<file path="src/rtl/lp_compute_unit.sv">
// lp_compute_unit: handshaked 2-operand ALU with per-transaction power mode; LP MUL uses an
// iterative shift-add multiplier. Define CU_AUTO_SLEEP_EN to enable idle auto-sleep.
module lp_compute_unit #(
    parameter int unsigned WIDTH        = 16,
    parameter int unsigned IDLE_TIMEOUT = 8
) (
    input  logic             clk,
    input  logic             rst,
    input  logic             in_valid,
    output logic             in_ready,
    input  logic [WIDTH-1:0] op1,
    input  logic [WIDTH-1:0] op2,
    input  logic [2:0]       op,
    input  logic [1:0]       pmode,
    output logic             out_valid,
    input  logic             out_ready,
    output logic [WIDTH-1:0] result,
    output logic [WIDTH-1:0] result_hi,
    output logic [3:0]       fls,
    output logic             busy,
    output logic             sleep_o
);
    localparam int unsigned SW  = $clog2(WIDTH);
    localparam int unsigned MSB = WIDTH - 1;

    if (WIDTH < 4 || (WIDTH & (WIDTH - 1)) != 0 || IDLE_TIMEOUT < 1) begin : g_param_check
        $error("lp_compute_unit: WIDTH must be a power of 2 >= 4, IDLE_TIMEOUT >= 1");
    end

    typedef enum logic [1:0] {StIdle, StExec, StDone, StSleep} state_e;

    state_e               state_q, state_d;
    logic [WIDTH-1:0]     op1_q;
    logic [2*WIDTH-1:0]   prod_q;
    logic [SW-1:0]        cnt_q;
    logic [WIDTH-1:0]     result_q, hi_q;
    logic [3:0]           fls_q;

    logic                 accept, lp_mul, exec_last;
    logic                 auto_trip; // idle timeout expires this cycle
    logic                 auto_q;    // asleep because of idle timeout rather than pmode

    assign in_ready  = (state_q == StIdle) && !pmode[1] && !rst;
    assign accept    = in_valid && in_ready;
    assign lp_mul    = (pmode == 2'd1) && (op == 3'd2);
    assign exec_last = (cnt_q == SW'(WIDTH - 1));

    // Single-cycle datapath, evaluated on the live operands at the accept edge.
    logic [WIDTH:0]     add_w, sub_w, shl_w, shr_w;
    logic [2*WIDTH-1:0] mul_w;
    logic [SW-1:0]      shamt;
    logic [WIDTH-1:0]   alu_lo, alu_hi;
    logic               alu_v, alu_c;
    logic [3:0]         alu_fls;

    always_comb begin
        shamt  = op2[SW-1:0];
        add_w  = {1'b0, op1} + {1'b0, op2};
        sub_w  = {1'b0, op1} - {1'b0, op2};
        shl_w  = {1'b0, op1} << shamt;
        shr_w  = {op1, 1'b0} >> shamt;
        mul_w  = {{WIDTH{1'b0}}, op1} * {{WIDTH{1'b0}}, op2};
        alu_lo = '0;
        alu_hi = '0;
        alu_v  = 1'b0;
        alu_c  = 1'b0;
        case (op)
            3'd0: begin
                alu_lo = add_w[WIDTH-1:0];
                alu_c  = add_w[WIDTH];
                alu_v  = (op1[MSB] == op2[MSB]) && (add_w[MSB] != op1[MSB]);
            end
            3'd1: begin
                alu_lo = sub_w[WIDTH-1:0];
                alu_c  = sub_w[WIDTH];
                alu_v  = (op1[MSB] != op2[MSB]) && (sub_w[MSB] != op1[MSB]);
            end
            3'd2: begin
                alu_lo = mul_w[WIDTH-1:0];
                alu_hi = mul_w[2*WIDTH-1:WIDTH];
                alu_c  = |mul_w[2*WIDTH-1:WIDTH];
                alu_v  = |mul_w[2*WIDTH-1:WIDTH];
            end
            3'd3: alu_lo = op1 & op2;
            3'd4: alu_lo = op1 | op2;
            3'd5: alu_lo = op1 ^ op2;
            3'd6: begin
                alu_lo = shl_w[WIDTH-1:0];
                alu_c  = shl_w[WIDTH];
            end
            3'd7: begin
                alu_lo = shr_w[WIDTH:1];
                alu_c  = shr_w[0];
            end
            default: ;
        endcase
        alu_fls = {alu_v, alu_c, alu_lo[MSB], (alu_lo == '0) && (alu_hi == '0)};
    end

    // Shift-add step: conditionally add multiplicand to the high half, then shift right.
    logic [WIDTH-1:0]   addend;
    logic [WIDTH:0]     acc;
    logic [2*WIDTH-1:0] step;

    assign addend = prod_q[0] ? op1_q : '0;
    assign acc    = {1'b0, prod_q[2*WIDTH-1:WIDTH]} + {1'b0, addend};
    assign step   = {acc, prod_q[WIDTH-1:1]};

    always_comb begin
        state_d = state_q;
        unique case (state_q)
            StIdle: begin
                if (pmode[1])       state_d = StSleep;
                else if (accept)    state_d = lp_mul ? StExec : StDone;
                else if (auto_trip) state_d = StSleep;
            end
            StExec:  if (exec_last) state_d = StDone;
            StDone:  if (out_ready) state_d = StIdle;
            StSleep: if (auto_q ? in_valid : !pmode[1]) state_d = StIdle;
            default: state_d = StIdle;
        endcase
    end

    always_ff @(posedge clk) begin
        if (rst) begin
            state_q  <= StIdle;
            op1_q    <= '0;
            prod_q   <= '0;
            cnt_q    <= '0;
            result_q <= '0;
            hi_q     <= '0;
            fls_q    <= '0;
        end else begin
            state_q <= state_d;
            if (accept) begin
                op1_q  <= op1;
                prod_q <= {{WIDTH{1'b0}}, op2};
                cnt_q  <= '0;
            end else if (state_q == StExec) begin
                prod_q <= step;
                cnt_q  <= cnt_q + 1'b1;
            end
            if (accept && !lp_mul) begin
                result_q <= alu_lo;
                hi_q     <= alu_hi;
                fls_q    <= alu_fls;
            end else if (state_q == StExec && exec_last) begin
                result_q <= step[WIDTH-1:0];
                hi_q     <= step[2*WIDTH-1:WIDTH];
                fls_q    <= {|step[2*WIDTH-1:WIDTH], |step[2*WIDTH-1:WIDTH], step[MSB],
                             step == '0};
            end
        end
    end

`ifdef CU_AUTO_SLEEP_EN
    localparam int unsigned TW = $clog2(IDLE_TIMEOUT + 1);

    logic [1:0]    pmode_q;
    logic [TW-1:0] idle_cnt_q;
    logic          idle_lp;
    logic          auto_d;

    assign idle_lp   = (state_q == StIdle) && (pmode_q == 2'd1) && !in_valid && !pmode[1];
    assign auto_trip = idle_lp && (idle_cnt_q == TW'(IDLE_TIMEOUT - 1));
    assign auto_d    = (state_d == StSleep) && (auto_trip || auto_q);

    always_ff @(posedge clk) begin
        if (rst) begin
            pmode_q    <= '0;
            idle_cnt_q <= '0;
            auto_q     <= 1'b0;
        end else begin
            if (accept) pmode_q <= pmode;
            idle_cnt_q <= (idle_lp && !auto_trip) ? idle_cnt_q + 1'b1 : '0;
            auto_q     <= auto_d;
        end
    end
`else
    assign auto_trip = 1'b0;
    assign auto_q    = 1'b0;
`endif

    assign out_valid = (state_q == StDone);
    assign busy      = (state_q == StExec) || (state_q == StDone);
    assign sleep_o   = (state_q == StSleep);
    assign result    = result_q;
    assign result_hi = hi_q;
    assign fls       = fls_q;

endmodule

</file>
<file path="config.mk">
export PLATFORM = sky130hd
export DESIGN_NAME = lp_compute_unit
export DESIGN_NICKNAME = d
export VERILOG_FILES = /design/src/rtl/lp_compute_unit.sv
export SDC_FILE = /design/constraint.sdc
export NUM_CORES = 1
export LEC_CHECK = 0
export CORE_ASPECT_RATIO = 0.9
export CORE_MARGIN = 10
export CORE_UTILIZATION = 64
export CTS_CLUSTER_SIZE = 28
export DETAILED_ROUTE_END_ITERATION = 8
export PLACE_DENSITY = 0.89
export SLEW_MARGIN = 25
export SYNTH_ARGS = -nofsm -noshare
export SYNTH_HDL_FRONTEND = slang
export SYNTH_SLANG_ARGS = --single-unit
</file>
<file path="constraint.sdc">
create_clock -name clk -period 11.2 [get_ports clk]
set_clock_uncertainty 0.15 [all_clocks]
set_input_delay 2.8 -clock clk [delete_from_list [all_inputs] [get_ports clk]]
set_output_delay 2.8 -clock clk [all_outputs]
set_load 0.1 [all_outputs]
</file>
## After elaboration in Yosys (flattened, before gate mapping)

Index checks and enable logic that the tools add are counted.

- Register bits: 90
- Input port bits: 41
- Output and inout bits: 40
- Logic and storage cells: 82

- Add/subtract/negate cells: 4
- Multiply operators: 1
- Equal/unequal tests: 20
- Shift operators: 2
- Multiplexer cells: 20
- Bitwise logic cells: 3
- Reductions and logical operators: 24

Operators with widths:

| cell | number |
|---|---|
| $mux W16 | 8 |
| $pmux W16 S8 | 1 |
| $add A16 B16 Y17 | 2 |
| $logic_not A16 Y1 | 2 |
| $logic_not A32 Y1 | 1 |
| $mul A16 B16 Y32 | 1 |
| $reduce_or A16 Y1 | 2 |
| $shl A16 B4 Y17 | 1 |
| $shr A17 B4 Y17 | 1 |
| $sub A16 B16 Y17 | 1 |
| $and A16 B16 Y16 | 1 |
| $or A16 B16 Y16 | 1 |
| $xor A16 B16 Y16 | 1 |
| $eq A3 B3 Y1 const B | 4 |
| $mux W2 | 6 |
| $logic_and A1 B1 Y1 | 9 |
| $mux W4 | 2 |
| $pmux W2 S4 | 1 |
| $eq A3 B2 Y1 const B | 2 |
| $pmux W1 S5 | 1 |
| $add A4 B1 Y4 const B | 1 |
| $eq A2 B1 Y1 const B | 2 |
| $eq A2 B2 Y1 const B | 2 |
| $eq A4 B4 Y1 const B | 1 |
| other kinds (14) | 20 |

## Longest topological paths before layout

Gate-level depths: netlist of the first run.

- Word-level depth: 7
- Mapped depth: 28
- Depth with buffers taken out: 25

## Least setup slack after synthesis of the first run

Ideal clock, no wire load.

- Path type: input-to-reg
- From: in op2[1]
- To: reg fls_q[2] (netlist: fls[2])
- Library setup time: 137 ps
- Arrival time: 9531 ps
- Required time: 10913 ps
- Slack: 1382 ps
- Stages: 26
- Path buffers: 5
- Cell sequence: buf_1 buf_2 buf_2 buf_1 nand2_1 fa_1 fa_1 inv_1 fa_1 fa_1 fa_1 inv_1 fa_1 inv_1 ha_1 buf_6 a21o_1 a21o_1 a311oi_1 o221ai_1 or3_4 a2111oi_4 nand4_1 o31ai_1 o311a_1 a31oi_1

- Longest elaborated chain between the ends: 4
- Elaborated cells between the ends (all ways): 8
- Classes of those cells: 2 x add/sub; 1 x mul; 2 x shift; 2 x mux; 1 x reduce/logical

RTL lines:

| item | line | RTL |
|---|---|---|
| from (decl) | 12 | `input logic [WIDTH-1:0] op2,` |
| $mul A16 B16 Y32 | 62 | `mul_w = {{WIDTH{1'b0}}, op1} * {{WIDTH{1'b0}}, op2};` |
| $reduce_or A16 Y1 | 81 | `alu_c = \|mul_w[2*WIDTH-1:WIDTH];` |
| $pmux W1 S5 * | 67 | `case (op)` |
| $mux W4 * | 143 | `if (accept && !lp_mul) begin` |
| to (signal assigned) | 146 | `fls_q <= alu_fls;` |
| to (signal assigned) | 150 | `fls_q <= {\|step[2*WIDTH-1:WIDTH], \|step[2*WIDTH-1:WIDTH], step[MSB],` |
| to (decl) | 37 | `logic [3:0] fls_q;` |

Every way passes the cells marked *; elsewhere a longest branch is shown, timed or not.
A chain may end at the register's enable or synchronous reset.

## Final worst setup path of the first run

- From: in op2[5]
- To: reg fls_q[2] (netlist: fls[2])

The elaborated chain is that of the path after synthesis.

==> results of run 1 <==
sequential cells by signal, summed over array words and instances, names as in the netlist:
register   count
fls            4
prod_q        32
result        15
op1_q         16
cnt_q          4
result_hi     16
state_q        2
placed cells by master, fill, tap and decap left out, types with 17 or more instances in the layout:
| cell type | instances |
|---|---|
| mux2i_1 | 41 |
| nor2_1 | 259 |
| nor3_1 | 42 |
| nand2_1 | 256 |
| a21o_1 | 21 |
| inv_1 | 286 |
| dfxtp_1 | 89 |
| nand3_1 | 46 |
| xnor2_1 | 25 |
| ha_1 | 174 |
| xor2_1 | 17 |
| o21ai_0 | 70 |
| clkdlybuf4s50_1 | 76 |
| a31oi_1 | 27 |
| a21oi_1 | 113 |
| and2_1 | 27 |
| fa_1 | 197 |
| a311oi_1 | 20 |
| buf_4 | 53 |
| a211oi_1 | 45 |
worst reg2reg max path, cell delays in order (launching register included):
cell and delay [ns]:
dfxtp_1 0.67, nand2_1 0.17, inv_1 0.09, ha_1 0.22, a211oi_1 0.42, o21ai_0 0.24
a2111oi_0 0.63, o21bai_1 0.26, xor2_1 0.26, nor3_1 0.21, nand4_1 0.27, o31ai_1 0.33
nor3_1 0.08, a211o_1 0.24
per-stage QoR:
stage	cell area [um2]	cells	power [W]	utilization [%]	hold slack, ns
after global routing	18650	2573	0.006993	70.98	0.3449
after detailed placement	18340	2557	0.005934	69.79	0.3031
after global placement	18340	2557	0.005826	69.79	0.3003
after CTS	18640	2573	0.006272	70.94	0.3179
final	18650	2574	0.006445	70.99	0.3234
after floorplan	17240	2204	0.004488	-	0.2853
per-layer routing:
layer | wire, um | GRT usage, % | vias up
li1 | - | - | 7499
met1 | 24190 | 49.82 | 8395
met2 | 28480 | 59.58 | 1445
met3 | 9764 | 12.89 | 341
met4 | 4447 | 20.69 | 0
met5 | 0 | 0 | -
final cells by class:
class | count | share of cell area (%)
Timing Repair Buffer | 133 | 6.319
Clock inverter | 6 | 0.3958
Inverter | 300 | 6.037
Clock buffer | 10 | 1.228
Antenna cell | 1 | 0.01342
Sequential cell | 89 | 9.552
Multi-Input combinational cell | 1687 | 74.12
Tap cell | 348 | 2.334
power by group:
group	total [W]	leakage (nW)	switching [W]	internal (W)
combinational	0.00575	7.66	0.00369	0.00206
clock	0.000313	0.142	0.000137	0.000176
sequential	0.000380	0.723	0.0000295	0.000351
worst paths after layout:
| path | from | end | cells after the start |
|---|---|---|---|
| worst min-delay path | op1_q[12] | op1_q[12] | 2 |
| worst min register to register | op1_q[12] | op1_q[12] | 2 |
| worst max-delay path | op2[5] | fls[2] | 25 |
| worst max register to register | prod_q[0] | fls[3] | 13 |
logic make-up after synthesis:
family / after synthesis / synth area share, %
AND/OR/NAND/NOR: 741 / 19.21
AO/OA/AOI/OAI: 467 / 18.62
buffers and inverters: 428 / 9.587
adder cells (fa/ha/maj): 372 / 35.58
flip-flops: 89 / 10.33
multiplexers: 65 / 4.536
XOR/XNOR: 42 / 2.134
==> impl_results.html, run 1 <==
<table>
<tr><th>Metric</th><th>Value</th></tr>
<tr><th colspan="2">Outcome</th></tr>
<tr><td>Result of the run</td><td>completed</td></tr>
<tr><th colspan="2">Critical path</th></tr>
<tr><td>Buffers and inverters on the worst path</td><td>7</td></tr>
<tr><td>Kind of capture point of the worst setup path</td><td>flip-flop</td></tr>
<tr><td>Largest fanout of any net on the critical path</td><td>14</td></tr>
<tr><td>Register-to-register path setup slack</td><td>6.85 ns</td></tr>
<tr><td>WS Path Type</td><td>in -&gt; reg</td></tr>
<tr><td>Critical path's top delay family</td><td>adder cells</td></tr>
<tr><td>Critical Path AT</td><td>11.04 ns</td></tr>
<tr><td>Startpoint type of the worst setup path</td><td>input port</td></tr>
<tr><td>Stage delay of the slowest cell on the critical path</td><td>0.76 ns</td></tr>
<tr><td>Required time of the critical path</td><td>11.27 ns</td></tr>
<tr><td>CP max stage cell</td><td>clkdlybuf4s50_1</td></tr>
<tr><th colspan="2">Cells and area</th></tr>
<tr><td>Number of filler instances in the final layout</td><td>2154</td></tr>
<tr><td>Area taken by multi-input logic gates</td><td>13830 um2</td></tr>
<tr><td>Area used by sequential logic in the layout</td><td>1782 um2</td></tr>
<tr><td>Final layout net count</td><td>2633</td></tr>
<tr><td>Area Growth Syn to Fin</td><td>8.194%</td></tr>
<tr><td>Proportion of layout cells with a drive suffix above 1</td><td>5.483%</td></tr>
<tr><th colspan="2">Logic synthesis</th></tr>
<tr><td>Synthesized instance count</td><td>2204</td></tr>
<tr><td>Synth warnings</td><td>0</td></tr>
<tr><td>Number of library cell types mapped by synthesis</td><td>93</td></tr>
<tr><td>Largest area contributor in the netlist</td><td>fa_1</td></tr>
<tr><td>Flops &amp; latches, synth</td><td>89</td></tr>
<tr><td>Main synth FF type</td><td>dfxtp_1</td></tr>
<tr><td>Area of the mapped netlist</td><td>17240 um2</td></tr>
<tr><td>Most used standard cells in the synthesized netlist</td><td>286 x inv_1, 260 x nor2_1, 257 x nand2_1</td></tr>
<tr><td>Post-Synthesis Net Count</td><td>2617</td></tr>
<tr><td>Area contributors post-synth</td><td>fa_1 23%, ha_1 13%, dfxtp_1 10%</td></tr>
<tr><td>Count leader, synth</td><td>inv_1</td></tr>
<tr><td>Count of flip-flops with a built-in enable after synthesis</td><td>0</td></tr>
<tr><td>Share of the synthesized area in the top cell type</td><td>22.88%</td></tr>
<tr><td>Async SR Flop Fraction</td><td>0%</td></tr>
<tr><td>Register area share after synthesis</td><td>10.33%</td></tr>
<tr><td>Avg Inst Size Synth</td><td>7.822 um2</td></tr>
<tr><th colspan="2">Pwr</th></tr>
<tr><td>Worst supply voltage drop on vdd</td><td>1.070 mV</td></tr>
<tr><td>Power per Cell Area</td><td>345.5 nW/um2</td></tr>
<tr><td>LEAKAGE</td><td>8.525 nW</td></tr>
<tr><th colspan="2">GRT</th></tr>
<tr><td>Via count of the first global-routing pass</td><td>17900</td></tr>
<tr><td>Antenna violations before repair</td><td>0</td></tr>
<tr><td>GRT overflow</td><td>0</td></tr>
<tr><td>Global router's overall resource usage</td><td>39.67%</td></tr>
<tr><td>Largest net degree at the start of global routing</td><td>69</td></tr>
<tr><td>Wire length of the first global-routing pass</td><td>103600 um</td></tr>
<tr><th colspan="2">CTS</th></tr>
<tr><td>Hold-fix buffers, CTS</td><td>0</td></tr>
<tr><td>TritonCTS clock tree</td><td>done</td></tr>
<tr><td>Clock insertion delay at the later pin of the skew report</td><td>0.35 ns</td></tr>
<tr><td>Post-CTS Setup Repair Bufs</td><td>0</td></tr>
<tr><td>Cell at the root of the clock tree</td><td>clkbuf_16</td></tr>
<tr><td>CTS buffer count</td><td>9</td></tr>
<tr><td>Maximum buffer depth of the clock tree</td><td>2</td></tr>
<tr><td>CTS clk-pin slew, worst paths</td><td>0.07 ns</td></tr>
<tr><td>Number of clock sinks seen by CTS</td><td>89</td></tr>
<tr><td>Resized cells post-CTS</td><td>0</td></tr>
<tr><td>H-tree levels</td><td>3</td></tr>
<tr><th colspan="2">Floorplan</th></tr>
<tr><td>Starting density of the core</td><td>65.61%</td></tr>
<tr><td>Die extent in x</td><td>193.0 um</td></tr>
<tr><td>Overall die area</td><td>33910 um2</td></tr>
<tr><td>Number of rows created at floorplan</td><td>56</td></tr>
<tr><td>Height of the die</td><td>175.7 um</td></tr>
<tr><td>Core box area</td><td>26280 um2</td></tr>
<tr><td>I/O pin count</td><td>81</td></tr>
<tr><th colspan="2">Timing</th></tr>
<tr><td># setup viols final</td><td>0</td></tr>
<tr><td>Maximum operating frequency</td><td>91.17 MHz</td></tr>
<tr><td>Post-route fraction of the period consumed by the critical path</td><td>97.94%</td></tr>
<tr><td>Setup TNS</td><td>0 ns</td></tr>
<tr><td>Worst Tran Pin Value</td><td>1.045 ns</td></tr>
<tr><td>Post-layout minimum cycle time</td><td>10.97 ns</td></tr>
<tr><td>Setup repair after global routing missed its margin</td><td>no</td></tr>
<tr><td>Worst max-slew margin expressed relative to the limit</td><td>29.38%</td></tr>
<tr><td>Max-slew violation count</td><td>0</td></tr>
<tr><td>Post-layout worst setup margin</td><td>0.2313 ns</td></tr>
<tr><td>Final Hold Violating Endpoints</td><td>0</td></tr>
<tr><th colspan="2">Route</th></tr>
<tr><td>DRC errors left</td><td>0</td></tr>
<tr><td>Per-cell via count in the routed design</td><td>6.869</td></tr>
<tr><td>Routed wire per std cell</td><td>25.98 um</td></tr>
<tr><td>Starting DRC count in detailed routing</td><td>2921</td></tr>
<tr><td>Total via count after detailed routing</td><td>17680</td></tr>
<tr><td>Total wire length after detailed routing</td><td>66880 um</td></tr>
<tr><td>Post-route antenna net violation count</td><td>0</td></tr>
<tr><td>Detailed Routing Iterations Pass 1</td><td>8</td></tr>
<tr><th colspan="2">Place</th></tr>
<tr><td>Placer's final routability congestion estimate</td><td>1.089</td></tr>
<tr><td>Dpl hpwl</td><td>52260 um</td></tr>
<tr><td>Worst slack after detailed placement</td><td>0.3486 ns</td></tr>
<tr><td>Number of input and output port buffers inserted</td><td>80</td></tr>
<tr><th colspan="2">Hold path</th></tr>
<tr><td>Hold Path Class</td><td>reg -&gt; reg</td></tr>
<tr><th colspan="2">Job</th></tr>
<tr><td>Number of max-cap violations</td><td>0</td></tr>
</table>
No activity file was read; power rests on OpenSTA's default activity.
==> run 2, diff against run 1 <==
--- a/config.mk
+++ b/config.mk
@@ -10,6 +10,7 @@
 export CORE_UTILIZATION = 64
 export CTS_CLUSTER_SIZE = 28
 export DETAILED_ROUTE_END_ITERATION = 8
+export HOLD_SLACK_MARGIN = 0.08
 export PLACE_DENSITY = 0.89
 export SLEW_MARGIN = 25
 export SYNTH_ARGS = -nofsm -noshare
==> results of run 2 <==
Final layout, timing and power as in run 1 (identical DEF).
